### src/rtl/ntt_butterfly.sv
// Pipelined Kyber NTT butterfly (CT forward / GS inverse), q = 3329.
// Four-edge latency, one op per cycle, global stall on output backpressure.
module ntt_butterfly #(
  parameter int Q     = 3329,
  parameter int TW_AW = 8
) (
  input  logic             clk,
  input  logic             rst_n,
  input  logic             in_valid,
  output logic             in_ready,
  input  logic             in_mode,
  input  logic [11:0]      in_a,
  input  logic [11:0]      in_b,
  input  logic [TW_AW-1:0] in_tw_idx,
  output logic [TW_AW-1:0] tw_addr,
  input  logic [11:0]      tw_data,
  output logic             out_valid,
  input  logic             out_ready,
  output logic [11:0]      out_a,
  output logic [11:0]      out_b,
  output logic             pipe_empty
);

  localparam logic [12:0] QV = 13'(Q);
  // floor(2^24 / 3329); quotient estimate is at most one low
  localparam logic [12:0] BM = 13'd5039;

  logic             accept;
  logic [TW_AW-1:0] tw_q;

  logic             v1, m1;
  logic [11:0]      a1, b1;
  logic             v2, m2;
  logic [11:0]      a2;
  logic [23:0]      p2;
  logic             v3, m3;
  logic [11:0]      a3, r3;

  assign in_ready   = !(out_valid && !out_ready);
  assign accept     = in_valid && in_ready;
  assign tw_addr    = (accept && rst_n) ? in_tw_idx : tw_q;
  assign pipe_empty = !(v1 || v2 || v3 || out_valid);

  // S2 combinational: modular sum/difference and twiddle product
  logic [12:0] sum1, dif1;
  logic [11:0] s1, d1, mul_in, carry1;
  logic [23:0] prod1;

  assign sum1   = {1'b0, a1} + {1'b0, b1};
  assign dif1   = {1'b0, a1} - {1'b0, b1};
  assign s1     = 12'((sum1 >= QV) ? sum1 - QV : sum1);
  assign d1     = 12'((a1 < b1) ? dif1 + QV : dif1);
  assign mul_in = m1 ? d1 : b1;
  assign carry1 = m1 ? s1 : a1;
  assign prod1  = 24'(mul_in) * 24'(tw_data);

  // S3 combinational: Barrett reduction with one correction
  logic [12:0] qest, rraw, red2;
  logic [23:0] qq;

  assign qest = 13'((37'(p2) * 37'(BM)) >> 24);
  assign qq   = 24'(qest) * 24'(QV);
  assign rraw = 13'(p2 - qq);
  assign red2 = (rraw >= QV) ? rraw - QV : rraw;

  // Output combinational: CT add/sub of a and r
  logic [12:0] csum, cdif;
  logic [11:0] ct_a, ct_b, nxt_a, nxt_b;

  assign csum  = {1'b0, a3} + {1'b0, r3};
  assign cdif  = {1'b0, a3} - {1'b0, r3};
  assign ct_a  = 12'((csum >= QV) ? csum - QV : csum);
  assign ct_b  = 12'((a3 < r3) ? cdif + QV : cdif);
  assign nxt_a = m3 ? a3 : ct_a;
  assign nxt_b = m3 ? r3 : ct_b;

  // S1 capture and last accepted twiddle index
  always_ff @(posedge clk or negedge rst_n) begin
    if (!rst_n) begin
      v1   <= 1'b0;
      m1   <= 1'b0;
      a1   <= '0;
      b1   <= '0;
      tw_q <= '0;
    end else if (in_ready) begin
      v1 <= in_valid;
      if (in_valid) begin
        m1   <= in_mode;
        a1   <= in_a;
        b1   <= in_b;
        tw_q <= in_tw_idx;
      end
    end
  end

  // S2 register: carried coefficient and 24-bit product
  always_ff @(posedge clk or negedge rst_n) begin
    if (!rst_n) begin
      v2 <= 1'b0;
      m2 <= 1'b0;
      a2 <= '0;
      p2 <= '0;
    end else if (in_ready) begin
      v2 <= v1;
      if (v1) begin
        m2 <= m1;
        a2 <= carry1;
        p2 <= prod1;
      end
    end
  end

  // S3 register: reduced product
  always_ff @(posedge clk or negedge rst_n) begin
    if (!rst_n) begin
      v3 <= 1'b0;
      m3 <= 1'b0;
      a3 <= '0;
      r3 <= '0;
    end else if (in_ready) begin
      v3 <= v2;
      if (v2) begin
        m3 <= m2;
        a3 <= a2;
        r3 <= 12'(red2);
      end
    end
  end

  // Output register: holds while the consumer stalls
  always_ff @(posedge clk or negedge rst_n) begin
    if (!rst_n) begin
      out_valid <= 1'b0;
      out_a     <= '0;
      out_b     <= '0;
    end else if (in_ready) begin
      out_valid <= v3;
      if (v3) begin
        out_a <= nxt_a;
        out_b <= nxt_b;
      end
    end
  end

endmodule

### config.mk
export PLATFORM = sky130hd
export DESIGN_NAME = ntt_butterfly
export DESIGN_NICKNAME = d
export VERILOG_FILES = /design/src/rtl/ntt_butterfly.sv
export SDC_FILE = /design/constraint.sdc
export NUM_CORES = 1
export LEC_CHECK = 0
export BUFFER_PORTS_ARGS = -buffer_cell sky130_fd_sc_hd__buf_2
export CAP_MARGIN = 20
export CORE_MARGIN = 3
export CORE_UTILIZATION = 45
export CTS_CLUSTER_SIZE = 10
export DETAILED_ROUTE_END_ITERATION = 16
export GPL_ROUTABILITY_DRIVEN = 0
export GPL_TIMING_DRIVEN = 0
export HOLD_SLACK_MARGIN = 0.15
export PLACE_DENSITY_LB_ADDON = 0.05
export SYNTH_ARGS = -nofsm -noshare
export SYNTH_HDL_FRONTEND = slang
export SYNTH_SLANG_ARGS = --single-unit
### constraint.sdc
create_clock -name clk -period 11.6 [get_ports clk]
set_input_delay 1.16 -clock clk [delete_from_list [all_inputs] [get_ports clk]]
set_output_delay 1.16 -clock clk [all_outputs]
set_load 0.01 [all_outputs]
Word level (Yosys, flattened, before mapping)

Index checks and enable logic that the tools add are counted.

Add/sub/neg operators: 10
Multiply operators: 3
Order comparisons: 5
Multiplexer cells: 10
Bitwise logic cells: 1
Reduce and logical (&&, ||, !) cells: 13

Operators with widths:

| cell                                                                                  | count |
|---|---|
| 12-bit two-way mux                                                                    | 9 |
| 13-bit by 12-bit greater-or-equal comparator with 1-bit output, second input constant | 3 |
| 24-bit by 13-bit multiplier with 37-bit output, second input constant                 | 1 |
| 12-bit subtractor, second input constant                                              | 3 |
| 12-bit by 12-bit adder with 13-bit output                                             | 2 |
| 12-bit adder, second input constant                                                   | 2 |
| 12-bit less-than comparator                                                           | 2 |
| 12-bit by 12-bit multiplier with 24-bit output                                        | 1 |
| 12-bit subtractor                                                                     | 2 |
| 13-bit by 12-bit multiplier with 13-bit output, second input constant                 | 1 |
| 13-bit subtractor                                                                     | 1 |
| 8-bit two-way mux                                                                     | 1 |
| 2-bit AND reduction                                                                   | 4 |
| 1-bit logical AND                                                                     | 3 |
| 1-bit logical NOT                                                                     | 3 |
| 1-bit logical OR                                                                      | 3 |
| 1-bit inverter                                                                        | 1 |

Register bits: 123
Input port bits: 49
Logic and storage cells: 58

Logic depth before layout (Yosys ltp)

Depth after elaboration: 6
Gate-level depth with buffers: 37

Worst setup path after synthesis

OpenSTA, ideal clock, no wires.

Path type: register to register
Start: register p2[7]
End: register r3[3]
Data arrival time: 8.869 ns
Required time: 11.475 ns
Path slack: 2.607 ns
Cell stages (with the launch flop): 35
Path buffers: 0
Clock period less this slack: 8.993 ns
Cell sequence: dfrtp_1 > fa_1 > fa_1 > fa_1 > fa_1 > inv_1 > fa_1 > inv_1 > ha_1 > inv_1 > o21ai_0 > o311a_1 > o21ai_0 > a211oi_1 > nor4bb_1 > xnor2_1 > xnor2_1 > ha_1 > a21oi_1 > fa_1 > inv_1 > fa_1 > xor2_1 > ha_1 > o21a_1 > o21a_1 > or4_1 > o211ai_1 > nor4_1 > a21bo_2 > and2_1 > a211oi_2 > o21ai_0 > xnor2_1 > mux2_2

Word-level cells in the longest chain between the ends: 5
Elaborated cells between the ends (all ways): 6
Classes of those cells: add/sub: 2; mul: 2; order compare: 1; mux: 1

Ends and longest elaborated chain:

| item                                                                                                       | RTL line | RTL |
|---|---|---|
| from (decl)                                                                                                | 35       | `logic [23:0] p2;` |
| from (signal assigned)                                                                                     | 108      | `p2 <= prod1;` |
| 24-bit by 13-bit multiplier with 37-bit output                                                             | 61       | `assign qest = 13'((37'(p2) * 37'(BM)) >> 24);` |
| 13-bit by 12-bit multiplier with 13-bit output                                                             | 62       | `assign qq = 24'(qest) * 24'(QV);` |
| 13-bit subtractor *                                                                                        | 63       | `assign rraw = 13'(p2 - qq);` |
| 12-bit subtractor / 13-bit by 12-bit greater-or-equal comparator with 1-bit output (equally long branches) | 64       | `assign red2 = (rraw >= QV) ? rraw - QV : rraw;` |
| 12-bit two-way mux *                                                                                       | 64       |  |
| to (signal assigned)                                                                                       | 125      | `r3 <= 12'(red2);` |
| to (decl)                                                                                                  | 37       | `logic [11:0] a3, r3;` |

Mark *: on every way between the ends. The rest lies on a longest branch, timed or not.
A chain may end at the register's enable or synchronous reset.

Worst setup path in the final report

Same ends and word-level chain as after synthesis.

==> results.md <==
- Status: finished clean
- GRT Total Usage: between 20% and 30%
- Std cell rows: between 70 and 80
- CP endpoint kind: flip-flop
- Max_cap viols: 0
- RSZ-0062 raised after global routing: no
- Synth Area in Simple Gates: between 10% and 20%
- Met2 Resource Use GR: between 30 and 40%
- Vias post-DR: 15022
- Initial antenna violation count: 1
- Routing usage on met3: approximately 3.3%
- Largest net degree at the start of global routing: 96
- Final setup fails: 0
- Die H: between 200 and 250 um
- Slew @ Worst Pin: 935.4 ps
- CP most frequent cell: fa_1
- Commonest cells after routing, fill and taps aside: 370 x inv_1, 273 x ha_1, 236 x fa_1
- Cells after Synth: roughly 2200
- Synth async-reset ratio: between 90% and 100%
- Die area: ~46000 um2
- Unique masters post-synth: a little under 70
- Yosys warnings: 0
- Tmin final: approximately 10000 ps
- Clk_skew: roughly 17 ps
- Hold Path Class: reg2reg
- First-pass GRT wire length: around 82000 um
- # diodes: 0
- CP Launch Type: flip-flop
- Chip Width: roughly 210 um
- Crit Reg-Reg Startpoint: p2[7]
- Post-synth net total: roughly 2700
- Area of the multi-input gates: roughly 15000 um2
- Post-CTS setup buffers: 0
- Post_cts resized: 0
- Max-slew headroom: 37.19%
- Ys flop type: dfrtp_1
- Core ar.: around 43000 um2
- First-pass DRT Iterations: 5
- Mux contribution to synthesized area: between 3 and 4%
- Startpoint of the worst hold path: out_b[0]
- Most common cell after layout, fill and taps aside: inv_1
- Final Hold Viols: 0
- Total grt overflow: 0
- Detail-routed net length per standard cell: between 15 and 20 um
- Main combinational cell family by area after synthesis: adder cells
- CTS tree: yes
- FF+latch area: approximately 3100 um2
- Synth Cell Area: 19590 um2
- Grt met1 use: ~31%
- Max-slew violations: 0
- Boundary Pins: 84
- Kind of critical path: reg2reg
- XOR/XNOR share of the synthesized area: about 5.3%
- H-tree Lvls: 4
- Vias in the first global route: ~16000
- Final period util: approximately nine tenths
- Iter 0 DRT Violations: between 700 and 800
- Clk root buf: clkbuf_16
- Post-synthesis area per instance: between 9 and 10 um2
- Total CTS buffers: 17
- DP Wirelength: 41630 um
- Register area share after synthesis: 15.71%
- Bufs on Longest Clock Path: 2
- Port Buffer Count: 83
- Routed Antenna Nets: 0
- Post-cts hold buffer count: 0
- Worst-path clk slew: approximately 60 ps
- Clk sinks: roughly 120
- Compound-Gate Fraction of Synth Area: approximately an eighth
- Worst EP arrival: about 11000 ps
- Share of layout cells above drive strength 1: 8.119%
- Critical Path Start: p2[7]
- Number of fill cells: a little over 4000
- Grt peak-use layer: met2
- Post-Route Setup TNS: 0 ps
- Critical path peak fanout: 8
- #FFs+latches synth: around 120
- Clock Latency Late Sink: 440 ps
- Post-synth EDFFs: 0
- Post-Synth Adder-Cell Area: 41.55%
- P&R area growth vs syn: 8.902%
- Final nets: between 2000 and 3000
- Fmax: between 0.09 and 0.1 GHz
- DRC Markers: 0
- Initial Utilization: 46.09%
- Crit path largest cell delay: between 700 and 800 ps
- Worst path required time: 11920 ps
- Routed wire length: about 49000 um
- Via/cell ratio: roughly 5.2
- CP max-delay cell: xnor2_1
-- metrics by stage --
stage | area, um2 | cells | hold WS (ps) | setup slack (ps) | utilization (%)
finish | 21340 | 2868 | 475.5 | 1221 | 50.20
global route | 21340 | 2868 | 513.8 | 600.1 | 50.20
CTS | 21340 | 2868 | 478.1 | 1179 | 50.20
detailed placement | 20760 | 2836 | 463.3 | 1219 | 48.85
global placement | 20730 | 2835 | 461.6 | 1348 | 48.77
floorplan | 19590 | 2175 | 433.4 | 2607 | -
-- final cells by class --
class                      count  area share (%)
buffer                        73           1.349
clock buffer                  22           2.129
clock inverter                10          0.5571
inverter                     370           6.509
multi-input combinational   1609           69.54
sequential                   123           14.42
tap                          577           3.383
timing repair buffer          84           2.105
-- cells in the mapped netlist, types with 27 or more instances --
master,count,share of area [%]
and2_1,54,1.7
nor2_1,91,1.7
mux2_2,45,2.6
o21ai_0,100,2.6
nor3_1,27,0.69
nand2_1,218,4.2
xnor2_1,80,3.6
dfrtp_1,123,16
inv_1,370,7.1
ha_1,273,17
a21oi_1,105,2.7
nand3_1,36,0.92
clkbuf_1,63,1.2
xor2_1,35,1.6
fa_1,236,24
-- flip-flops by register name (all words and copies together) (netlist names) --
register,count
b1,12
v2,1
m2,1
p2,24
v3,1
r3,12
out_a,12
tw_q,8
out_valid,1
m1,1
m3,1
v1,1
a3,12
a1,12
a2,12
out_b,12
-- kinds of logic (layout without fill, tap and decap cells) --
group,count (synthesis),after routing
simple gates,566,566
fa+ha+maj,509,509
buf+inv,443,559
compound gates,360,360
flops,123,123
xor+xnor,116,116
mux,58,58
-- worst paths after layout --
check                      slack, ps       end  depth (start not counted)
max                             1220     r3[3]                         34
min                              480  out_b[0]                          2
max reg2reg                     1220     r3[3]                         34
min reg2reg                      480  out_b[0]                          2
max in group asynchronous      10230    p2[18]                          2
min in group asynchronous        590     a1[4]                          1
-- routing by layer --
metal	routed length (um)	vias up	share of wire [%]
met4	855	0	1.7
li1	-	7336	-
met1	23430	7328	48
met3	1954	59	4.0
met5	0	-	0
met2	23080	299	47
-- worst max-delay path: cells and delay by family (launching register included) --
family          cells  cell delay (ps)
compound gates     11             2460
buf+inv             4              200
flops               1              700
mux                 1              280
simple gates        4              900
fa+ha+maj          10             4400
xor+xnor            4             1320
Power is left out: the tool's default activity adds up to more than one toggle a clock period on the data nets, which glitch-free logic cannot reach.
